===== config.mk =====
export PLATFORM = sky130hd
export DESIGN_NAME = char_damage_flat
export DESIGN_NICKNAME = d
export VERILOG_FILES = /design/src/rtl/char_damage_pkg.sv /design/src/rtl/char_damage_if.sv /design/src/rtl/char_damage_aabb.sv /design/src/rtl/char_damage.sv /design/src/flat_wrapper.sv
export SDC_FILE = /design/constraint.sdc
export NUM_CORES = 1
export LEC_CHECK = 0
export ABC_CLOCK_PERIOD_IN_PS = 6700
export BUFFER_PORTS_ARGS = -buffer_cell sky130_fd_sc_hd__buf_2
export CAP_MARGIN = 20
export CORE_AREA = 2 2 77 116
export DETAILED_ROUTE_END_ITERATION = 8
export DIE_AREA = 0 0 79 118
export PLACE_DENSITY = 0.95
export SETUP_SLACK_MARGIN = 0.2
export SLEW_MARGIN = 20
export SYNTH_ARGS = -nofsm -noshare
export SYNTH_HDL_FRONTEND = slang
export SYNTH_HIERARCHICAL = 1
export SYNTH_SLANG_ARGS = --single-unit

===== constraint.sdc =====
create_clock -name clk -period 6.7 [get_ports clk]
set_input_delay 0.67 -clock clk [delete_from_list [all_inputs] [get_ports clk]]
set_output_delay 0.67 -clock clk [all_outputs]
set_load 0.02 [all_outputs]

===== src/rtl/char_damage_pkg.sv =====
// Shared game-level types and constants for the character health logic.
package game_pkg;

  localparam logic [1:0] GAME_PLAY = 2'd1;
  localparam int         HP_W      = 4;

  typedef enum logic [1:0] {
    IDLE   = 2'd0,
    ALIVE  = 2'd1,
    INVULN = 2'd2,
    DEAD   = 2'd3
  } dmg_state_t;

endpackage : game_pkg


===== src/rtl/char_damage_if.sv =====
// Bundle of frame, geometry, projectile and health signals around char_damage.
interface char_damage_if;
  import game_pkg::*;

  logic            frame_tick;
  logic [1:0]      game_active;
  logic            game_start;
  logic [11:0]     char_x;
  logic [11:0]     char_y;
  logic [11:0]     char_lng;
  logic [11:0]     char_hgt;
  logic [11:0]     boss_x;
  logic [11:0]     boss_y;
  logic [11:0]     boss_lng;
  logic [11:0]     boss_hgt;
  logic            proj_hit;
  logic [3:0]      proj_dmg;
  logic [HP_W-1:0] char_hp;
  logic            char_dead;
  logic            invuln;
  logic            hit_pulse;

  modport master (
    output frame_tick, game_active, game_start,
    output char_x, char_y, char_lng, char_hgt,
    output boss_x, boss_y, boss_lng, boss_hgt,
    output proj_hit, proj_dmg,
    input  char_hp, char_dead, invuln, hit_pulse
  );

  modport slave (
    input  frame_tick, game_active, game_start,
    input  char_x, char_y, char_lng, char_hgt,
    input  boss_x, boss_y, boss_lng, boss_hgt,
    input  proj_hit, proj_dmg,
    output char_hp, char_dead, invuln, hit_pulse
  );

endinterface : char_damage_if


===== src/rtl/char_damage_aabb.sv =====
// Combinational axis-aligned rectangle intersection; touching edges do not overlap.
module aabb_overlap (
  input  logic [11:0] ax_i,
  input  logic [11:0] ay_i,
  input  logic [11:0] aw_i,
  input  logic [11:0] ah_i,
  input  logic [11:0] bx_i,
  input  logic [11:0] by_i,
  input  logic [11:0] bw_i,
  input  logic [11:0] bh_i,
  output logic        overlap_o
);

  // 13-bit far edges so a box near the screen limit cannot wrap to a small value
  logic [12:0] a_right, a_bottom, b_right, b_bottom;
  logic        nonzero;

  assign a_right  = {1'b0, ax_i} + {1'b0, aw_i};
  assign a_bottom = {1'b0, ay_i} + {1'b0, ah_i};
  assign b_right  = {1'b0, bx_i} + {1'b0, bw_i};
  assign b_bottom = {1'b0, by_i} + {1'b0, bh_i};

  // A degenerate box can still satisfy the strict inequalities, so reject it explicitly
  assign nonzero = (aw_i != '0) && (ah_i != '0) && (bw_i != '0) && (bh_i != '0);

  assign overlap_o = nonzero
                  && ({1'b0, ax_i} < b_right)
                  && ({1'b0, bx_i} < a_right)
                  && ({1'b0, ay_i} < b_bottom)
                  && ({1'b0, by_i} < a_bottom);

endmodule : aabb_overlap


===== src/rtl/char_damage.sv =====
// Character health FSM: contact and projectile damage, post-hit invulnerability, death hold.
module char_damage
  import game_pkg::*;
#(
  parameter logic [HP_W-1:0] MAX_HP      = 4'd8,
  parameter logic [3:0]      CONTACT_DMG = 4'd1,
  parameter logic [7:0]      IFRAMES     = 8'd60
) (
  input  logic          clk,
  input  logic          rst,
  char_damage_if.slave  bus
);

  dmg_state_t      state_q, state_d;
  logic [HP_W-1:0] hp_q, hp_d;
  logic [7:0]      cnt_q, cnt_d;
  logic [4:0]      pend_q, pend_d;
  logic            overlap_q, overlap_d;
  logic            hit_q, hit_d;
  logic            invuln_q, dead_q;

  logic [4:0] pend_sum, pend_acc, dmg;

  aabb_overlap u_overlap (
    .ax_i      (bus.char_x),
    .ay_i      (bus.char_y),
    .aw_i      (bus.char_lng),
    .ah_i      (bus.char_hgt),
    .bx_i      (bus.boss_x),
    .by_i      (bus.boss_y),
    .bw_i      (bus.boss_lng),
    .bh_i      (bus.boss_hgt),
    .overlap_o (overlap_d)
  );

  // Pending damage including a hit arriving this cycle, saturated at 15
  always_comb begin
    pend_sum = pend_q + {1'b0, bus.proj_dmg};
    pend_acc = pend_q;
    if (bus.proj_hit) begin
      pend_acc = (pend_sum > 5'd15) ? 5'd15 : pend_sum;
    end
    dmg = pend_acc + (overlap_q ? {1'b0, CONTACT_DMG} : 5'd0);
  end

  always_comb begin
    state_d = state_q;
    hp_d    = hp_q;
    cnt_d   = cnt_q;
    pend_d  = pend_q;
    hit_d   = 1'b0;

    if (bus.game_start) begin
      state_d = ALIVE;
      hp_d    = MAX_HP;
      cnt_d   = '0;
      pend_d  = '0;
    end else if (bus.game_active != GAME_PLAY) begin
      state_d = IDLE;
      pend_d  = '0;
    end else begin
      unique case (state_q)
        IDLE: ;
        ALIVE: begin
          pend_d = pend_acc;
          if (bus.frame_tick && (dmg != 5'd0)) begin
            hit_d  = 1'b1;
            pend_d = '0;
            hp_d   = ({1'b0, hp_q} > dmg) ? (hp_q - dmg[HP_W-1:0]) : '0;
            if (hp_d == '0) begin
              state_d = DEAD;
            end else begin
              state_d = INVULN;
              cnt_d   = IFRAMES;
            end
          end
        end
        INVULN: begin
          // A count of 0 or 1 ends the window on this tick
          if (bus.frame_tick) begin
            if (cnt_q <= 8'd1) begin
              state_d = ALIVE;
              cnt_d   = '0;
            end else begin
              cnt_d = cnt_q - 8'd1;
            end
          end
        end
        DEAD: hp_d = '0;
        default: state_d = IDLE;
      endcase
    end
  end

  always_ff @(posedge clk or negedge rst) begin
    if (!rst) begin
      state_q   <= IDLE;
      hp_q      <= MAX_HP;
      cnt_q     <= '0;
      pend_q    <= '0;
      overlap_q <= 1'b0;
      hit_q     <= 1'b0;
      invuln_q  <= 1'b0;
      dead_q    <= 1'b0;
    end else begin
      state_q   <= state_d;
      hp_q      <= hp_d;
      cnt_q     <= cnt_d;
      pend_q    <= pend_d;
      overlap_q <= overlap_d;
      hit_q     <= hit_d;
      invuln_q  <= (state_d == INVULN);
      dead_q    <= (state_d == DEAD);
    end
  end

  assign bus.char_hp   = hp_q;
  assign bus.char_dead = dead_q;
  assign bus.invuln    = invuln_q;
  assign bus.hit_pulse = hit_q;

endmodule : char_damage


===== src/flat_wrapper.sv =====
// flat-port wrapper written by rule: the top's interface ports become plain ports
module char_damage_flat import game_pkg::*;
#(
  parameter logic [HP_W-1:0] MAX_HP      = 4'd8,
  parameter logic [3:0]      CONTACT_DMG = 4'd1,
  parameter logic [7:0]      IFRAMES     = 8'd60
)
  (clk, rst, bus_frame_tick, bus_game_active, bus_game_start, bus_char_x, bus_char_y, bus_char_lng, bus_char_hgt, bus_boss_x, bus_boss_y, bus_boss_lng, bus_boss_hgt, bus_proj_hit, bus_proj_dmg, bus_char_hp, bus_char_dead, bus_invuln, bus_hit_pulse);
  char_damage_if bus_i ();
  input  logic clk;
  input  logic rst;
  input wire logic [$bits(bus_i.frame_tick)-1:0] bus_frame_tick;
  input wire logic [$bits(bus_i.game_active)-1:0] bus_game_active;
  input wire logic [$bits(bus_i.game_start)-1:0] bus_game_start;
  input wire logic [$bits(bus_i.char_x)-1:0] bus_char_x;
  input wire logic [$bits(bus_i.char_y)-1:0] bus_char_y;
  input wire logic [$bits(bus_i.char_lng)-1:0] bus_char_lng;
  input wire logic [$bits(bus_i.char_hgt)-1:0] bus_char_hgt;
  input wire logic [$bits(bus_i.boss_x)-1:0] bus_boss_x;
  input wire logic [$bits(bus_i.boss_y)-1:0] bus_boss_y;
  input wire logic [$bits(bus_i.boss_lng)-1:0] bus_boss_lng;
  input wire logic [$bits(bus_i.boss_hgt)-1:0] bus_boss_hgt;
  input wire logic [$bits(bus_i.proj_hit)-1:0] bus_proj_hit;
  input wire logic [$bits(bus_i.proj_dmg)-1:0] bus_proj_dmg;
  output wire logic [$bits(bus_i.char_hp)-1:0] bus_char_hp;
  output wire logic [$bits(bus_i.char_dead)-1:0] bus_char_dead;
  output wire logic [$bits(bus_i.invuln)-1:0] bus_invuln;
  output wire logic [$bits(bus_i.hit_pulse)-1:0] bus_hit_pulse;
  assign bus_i.frame_tick = bus_frame_tick;
  assign bus_i.game_active = bus_game_active;
  assign bus_i.game_start = bus_game_start;
  assign bus_i.char_x = bus_char_x;
  assign bus_i.char_y = bus_char_y;
  assign bus_i.char_lng = bus_char_lng;
  assign bus_i.char_hgt = bus_char_hgt;
  assign bus_i.boss_x = bus_boss_x;
  assign bus_i.boss_y = bus_boss_y;
  assign bus_i.boss_lng = bus_boss_lng;
  assign bus_i.boss_hgt = bus_boss_hgt;
  assign bus_i.proj_hit = bus_proj_hit;
  assign bus_i.proj_dmg = bus_proj_dmg;
  assign bus_char_hp = bus_i.char_hp;
  assign bus_char_dead = bus_i.char_dead;
  assign bus_invuln = bus_i.invuln;
  assign bus_hit_pulse = bus_i.hit_pulse;
  char_damage #(.MAX_HP(MAX_HP), .CONTACT_DMG(CONTACT_DMG), .IFRAMES(IFRAMES)) u_core (.clk(clk), .rst(rst), .bus(bus_i));
endmodule

# Yosys cells after proc, flatten, opt, wreduce, memory -nomap -nowiden
# Index checks and enable logic that the tools add are counted.
[classes] div_mod_pow=0 n_eq_ne=10 n_shift=0 add_sub_neg=8 reduce_logical=19 n_mul=0 muxes=30 order_cmp=7 n_bitwise=0
[ops] op="adder 12 x 12 -> 13 bit" n=4
[ops] op="less-than comparator 12 x 13 -> 1 bit" n=4
[ops] op="two-way mux 8 bit" n=6
[ops] op="nonzero test 12 bit" n=4
[ops] op="two-way mux 5 bit" n=6
[ops] op="two-way mux 4 bit" n=4
[ops] op="one-hot mux 8 bit (2 select lines)" n=1
[ops] op="two-way mux 2 bit" n=5
[ops] op="nonzero test 3 bit" n=3
[ops] op="== test 2 bit (second input constant)" n=4
[ops] op="less-or-equal comparator 8 x 1 -> 1 bit (second input constant)" n=1
[ops] op="logical AND 1 bit" n=8
[ops] op="one-hot mux 4 bit (2 select lines)" n=1
[ops] op="subtractor 8 x 1 -> 8 bit (second input constant)" n=1
[ops] op="two-way mux 1 bit" n=6
[ops] op="!= test 3 bit (second input constant)" n=2
[ops] op="adder 5 x 4 -> 5 bit" n=1
[ops] op="adder 5 bit" n=1
[ops] op="greater-than comparator 4 x 5 -> 1 bit" n=1
[ops] op="greater-than comparator 5 x 4 -> 1 bit (second input constant)" n=1
[ops] op="AND reduction 5 bit" n=1
[ops] op="nonzero test 5 bit" n=1
[ops] op="zero test 4 bit" n=1
[ops] op="one-hot mux 2 bit (2 select lines)" n=1
[ops] op="other kinds (6)" n=6
[word_totals] rom_bits=0 reg_bits=23 mem_count=0 ramBits=0 latchBits=0 inputBits=107 elab_cells=82

# Logic depth before layout (Yosys ltp)
[depth] word_depth=14 depth_mapped=20 ltp_nobuf=19

# Modules after synthesis
# The synthesis kept the hierarchy.
[by_module_without_submodules] module="aabb_overlap" seq_area_each_um2=0.0 area_per_inst_um2=2936.6 cells_per_inst=374 instances=1
[by_module_without_submodules] module="char_damage" seq_area_each_um2=576.8 area_per_inst_um2=2019.4 cells_per_inst=245 instances=1

# Worst setup path before layout
# Ideal clock, no wire load.
[synth_timing] path_kind="input port to flip-flop" start="in bus_proj_dmg[0]" end="reg u_core.cnt_q[0]" path_buffers=1 arrival_ns=4.498 setup_slack_ns=2.077 path_stages=19 setup_time_ns=0.125 required_ns=6.575 cell_sequence="ha_1 -> fa_1 -> a211o_1 -> a21oi_2 -> nor2_1 -> nor2_1 -> a21oi_1 -> ha_1 -> ha_1 -> inv_1 -> ha_1 -> nor2b_1 -> o21ai_0 -> a32oi_1 -> and3_1 -> or3_1 -> buf_6 -> a31oi_4 -> mux2_4"
[synth_between] elab_chain_len=10 elab_cells_between_ends=14 classes_between="add/sub: 3; order compare: 2; eq/ne: 2; mux: 3; reduce/logical: 4"
[synth_rtl] item="start, declared" line="flat_wrapper.sv:24" source="input wire logic [$bits(bus_i.proj_dmg)-1:0] bus_proj_dmg;"
[synth_rtl] item="adder 5 x 4 -> 5 bit *" line="char_damage.sv:38" source="pend_sum = pend_q + {1'b0, bus.proj_dmg};"
[synth_rtl] item="greater-than comparator 5 x 4 -> 1 bit" line="char_damage.sv:41" source="pend_acc = (pend_sum > 5'd15) ? 5'd15 : pend_sum;"
[synth_rtl] item="two-way mux 5 bit *" line="char_damage.sv:41"
[synth_rtl] item="two-way mux 5 bit *" line="char_damage.sv:40" source="if (bus.proj_hit) begin"
[synth_rtl] item="adder 5 bit *" line="char_damage.sv:43" source="dmg = pend_acc + (overlap_q ? {1'b0, CONTACT_DMG} : 5'd0);"
[synth_rtl] item="subtractor 4 bit or greater-than comparator 4 x 5 -> 1 bit (tied branches)" line="char_damage.sv:69" source="hp_d = ({1'b0, hp_q} > dmg) ? (hp_q - dmg[HP_W-1:0]) : '0;"
[synth_rtl] item="two-way mux 4 bit" line="char_damage.sv:69"
[synth_rtl] item="zero test 4 bit" line="char_damage.sv:70" source="if (hp_d == '0) begin"
[synth_rtl] item="!= test 3 bit (no line)"
[synth_rtl] item="AND reduction 5 bit (no line) *"
[synth_rtl] item="end signal, assigned" line="char_damage.sv:108" source="cnt_q <= cnt_d;"
[synth_rtl] item="end, declared" line="char_damage.sv:16" source="logic [7:0] cnt_q, cnt_d;"
# Mark *: on every way between the ends. The rest lies on a longest branch, timed or not.
# A chain may end at the register's enable or synchronous reset.

# Final worst setup path
[layout_timing] start="in bus_proj_dmg[0]" end="reg u_core.cnt_q[1]"
# Same word-level chain as after synthesis.

==> results.sh <==
export IMPL_swShare_pct=44.4
export IMPL_setup_tns_ns=0
export IMPL_crit_type="primary input to flip-flop"
export IMPL_p_int_mw=0.471
export IMPL_yosysMostFrequentCell="ha_1"
export IMPL_clkTransAtPathRegs_ns=0.06
export IMPL_yosys_area_top_type="ha_1"
export IMPL_grt_pass1_wl_mm=22.8
export IMPL_min_period_ns=4.99
export IMPL_async_flop_share_pct=100
export IMPL_wl_per_cell_um=16.5
export IMPL_port_buffers=113
export IMPL_hold_ws_ns=0.384
export IMPL_syn_inst=619
export IMPL_numCtsBuffers=3
export IMPL_antenna_cells=0
export IMPL_synth_top_area_share_pct=26.8
export IMPL_clock_sinks=23
export IMPL_synth_edf_count=0
export IMPL_avgSynthCellArea_um2=8.01
export IMPL_grt_max_degree=24
export IMPL_dieArea_um2=9320
export IMPL_seq_area_frac_synth_pct=11.6
export IMPL_area_growth_pct=14.7
export IMPL_dp_hpwl_mm=11.7
export IMPL_first_pass_iters=5
export IMPL_hold_class="primary input to async pin"
export IMPL_viasPerCell=6.37
export IMPL_worstReg2RegStart="u_core/pend_q[0]$_DFFE_PN0P_"
export IMPL_antenna_left=0
export IMPL_slew_limit_headroom_pct=47.3
export IMPL_grt_total_usage_pct=29.4
export IMPL_worst_pin_slew_ns=0.785
export IMPL_synth_distinct_cells=75
export IMPL_yosysWarnings=6
export IMPL_grt_pass1_vias=5512
export IMPL_num_vias=5316
export IMPL_drive_gt1_share_pct=19.1
export IMPL_cp_end_kind="flip-flop"
export IMPL_die_h_um=118
export IMPL_post_cts_setup_buffers=0
export IMPL_drc_errors=0
export IMPL_root_buffer="clkbuf_16"
export IMPL_nNetsFinal=947
export IMPL_netlist_area_um2=4960
export IMPL_clock_skew_ns=0.00322
export IMPL_p_sw_mw=0.377
export IMPL_io_pins=114
export IMPL_post_place_ws_ns=1.53
export IMPL_routabilityCongestion=0.924
export IMPL_fin_crit_sh_pct=74.5
export IMPL_crit_start="bus_proj_dmg[0]"
export IMPL_r2r_slack_ns=1.82
export IMPL_cts_max_path_buffers=2
export IMPL_clock_latency_ns=0.26
export IMPL_synth_fp_nets=838
export IMPL_synth_seq_cells=23
export IMPL_drtIter0Drc=218
export IMPL_synthFlopType="dfrtp_1"
export IMPL_powerDensity_nw_per_um2=149
export IMPL_cts_hold_buf=0
export IMPL_outcome="completed"
export IMPL_finalMaxSlewViolations=0
export IMPL_grt_overflow=0
export IMPL_hold_viol_final=0
export IMPL_die_w_um=79
export IMPL_rsz0062_at_grt="false"
export IMPL_clock_fmax_ghz=0.200
export IMPL_setup_ws_ns=1.71
export IMPL_antenna_found_initial=0
export IMPL_h_tree_depth=1
export IMPL_critPathRequiredTime_ns=6.85
export IMPL_pwr_share_clk_pct=15.4
export IMPL_p_leak_nw=2.81
export IMPL_p_comb_share_pct=65.8
export IMPL_wl_mm=13.7
export IMPL_cts_tree="built"
export IMPL_synth_area_leaders="ha_1, dfrtp_1, a21oi_1, xnor2_1, nand2_1"
export IMPL_start_util_pct=59.6
export IMPL_design_core_area_um2=8310
export IMPL_maxCapViolations=0
export IMPL_setup_viol=0
export IMPL_power_frac_seq_pct=18.8
export IMPL_cp_arrival_ns=5.14
export IMPL_vdd_drop_max_mv=0.107
export IMPL_postCtsResizedCells=0
export IMPL_row_count=41
export IMPL_synthTopCellsByCount="ha_1, nand2_1, nor2_1, a21oi_1, inv_1"
export IMPL_crit_fanout=8
export IMPL_start_kind="primary input"
-- kinds of logic (layout without fill, tap and decap cells) --
group,after synthesis,after routing,share of synthesized area [%]
and+or+nand+nor,208,208,21.3
muxes,2,2,0.606
AOI/OAI and AO/OA,190,190,26.5
buffers and inverters,44,152,3.66
xor gates and xnor gates,39,39,6.89
DFF,23,23,11.6
adders and majority gates,113,113,29.4
-- registers in the layout, summed over array words and instances, names as in the netlist --
name                  count
u_core/cnt_q              8
u_core/pend_q             5
u_core/bus.char_hp        4
u_core/state_q            2
u_core/bus.char_dead      1
u_core/bus.hit_pulse      1
u_core/bus.invuln         1
u_core/overlap_q          1
-- power by group through the flow --
stage / Clock [mW] / Combinational, mW / Sequential [mW]
floorplan: 0 / 0.405 / 0.161
global placement: 0 / 0.516 / 0.161
detailed placement: 0 / 0.545 / 0.162
CTS: 0.134 / 0.549 / 0.159
global route: 0.140 / 0.626 / 0.161
finish: 0.131 / 0.558 / 0.160
-- worst max-delay path, cell delays in order --
cell and delay (ns):
buf_2 0.10, ha_1 0.21, fa_1 0.44, a211oi_2 0.34
nor2_1 0.13, nor2_1 0.19, nor2_1 0.06, a21oi_1 0.19
ha_1 0.26, ha_1 0.31, inv_1 0.08, ha_1 0.23
nor2b_1 0.13, o21ai_0 0.21, a32oi_1 0.13, o21ai_0 0.20
nor3_1 0.10, or3_1 0.46, a31oi_4 0.35, mux2_4 0.33
-- metrics by stage --
stage               std cells  util, %  power [mW]  cell area, µm²
finish                    834     68.4       0.848            5690
global route              834     68.4       0.927            5690
CTS                       834     68.4       0.843            5690
detailed placement        830     67.4       0.707            5610
global placement          830     67.4       0.677            5610
floorplan                 619        -       0.566            4960
-- final timing paths --
check	to	cells past startpoint
min reg2reg	u_core/bus.char_hp[3]$_DFFE_PN1P_	2
max reg2reg	u_core/cnt_q[1]$_DFFE_PN0P_	19
min	u_core/pend_q[0]$_DFFE_PN0P_	1
max in group asynchronous	u_core/bus.char_hp[3]$_DFFE_PN1P_	1
max	u_core/cnt_q[1]$_DFFE_PN0P_	20
min in group clk	u_core/bus.char_hp[3]$_DFFE_PN1P_	2
-- layout by cell type (no fill, tap or decap), types with 3 or more instances in the layout --
cell	instances
a211oi_1	6
a21o_1	15
a21oi_1	44
a221oi_1	4
a31o_2	3
a31oi_1	4
and3_1	6
buf_2	113
clkbuf_16	3
dfrtp_1	22
fa_1	6
ha_1	106
inv_1	35
nand2_1	45
nand2b_1	10
nand3_1	26
nand4_1	3
nor2_1	45
nor2b_1	17
nor3_1	16
nor4_1	17
o211a_1	4
o211ai_1	3
o21a_1	15
o21ai_0	31
o21ai_1	10
o21bai_1	5
o22ai_1	4
o31ai_1	7
or2_2	6
xnor2_1	20
xor2_1	19
-- cell type report --
cell class                      count  area (µm²)
Multi-Input combinational cell    552        4200
Clock buffer                        3        75.1
Sequential cell                    23         577
Fill cell                         707        2630
Tap cell                          107         134
Inverter                           35         131
Timing Repair Buffer              113         566
Clock inverter                      1        5.00
-- routing by layer --
layer | wire length [µm] | GRT usage (%) | up-vias
met1 | 5140 | 30.4 | 2487
met5 | 0 | 0 | -
met4 | 681 | 15.9 | 0
met2 | 7230 | 56.4 | 213
met3 | 687 | 2.22 | 60
li1 | - | - | 2556
(Power assumes the default switching activity.)
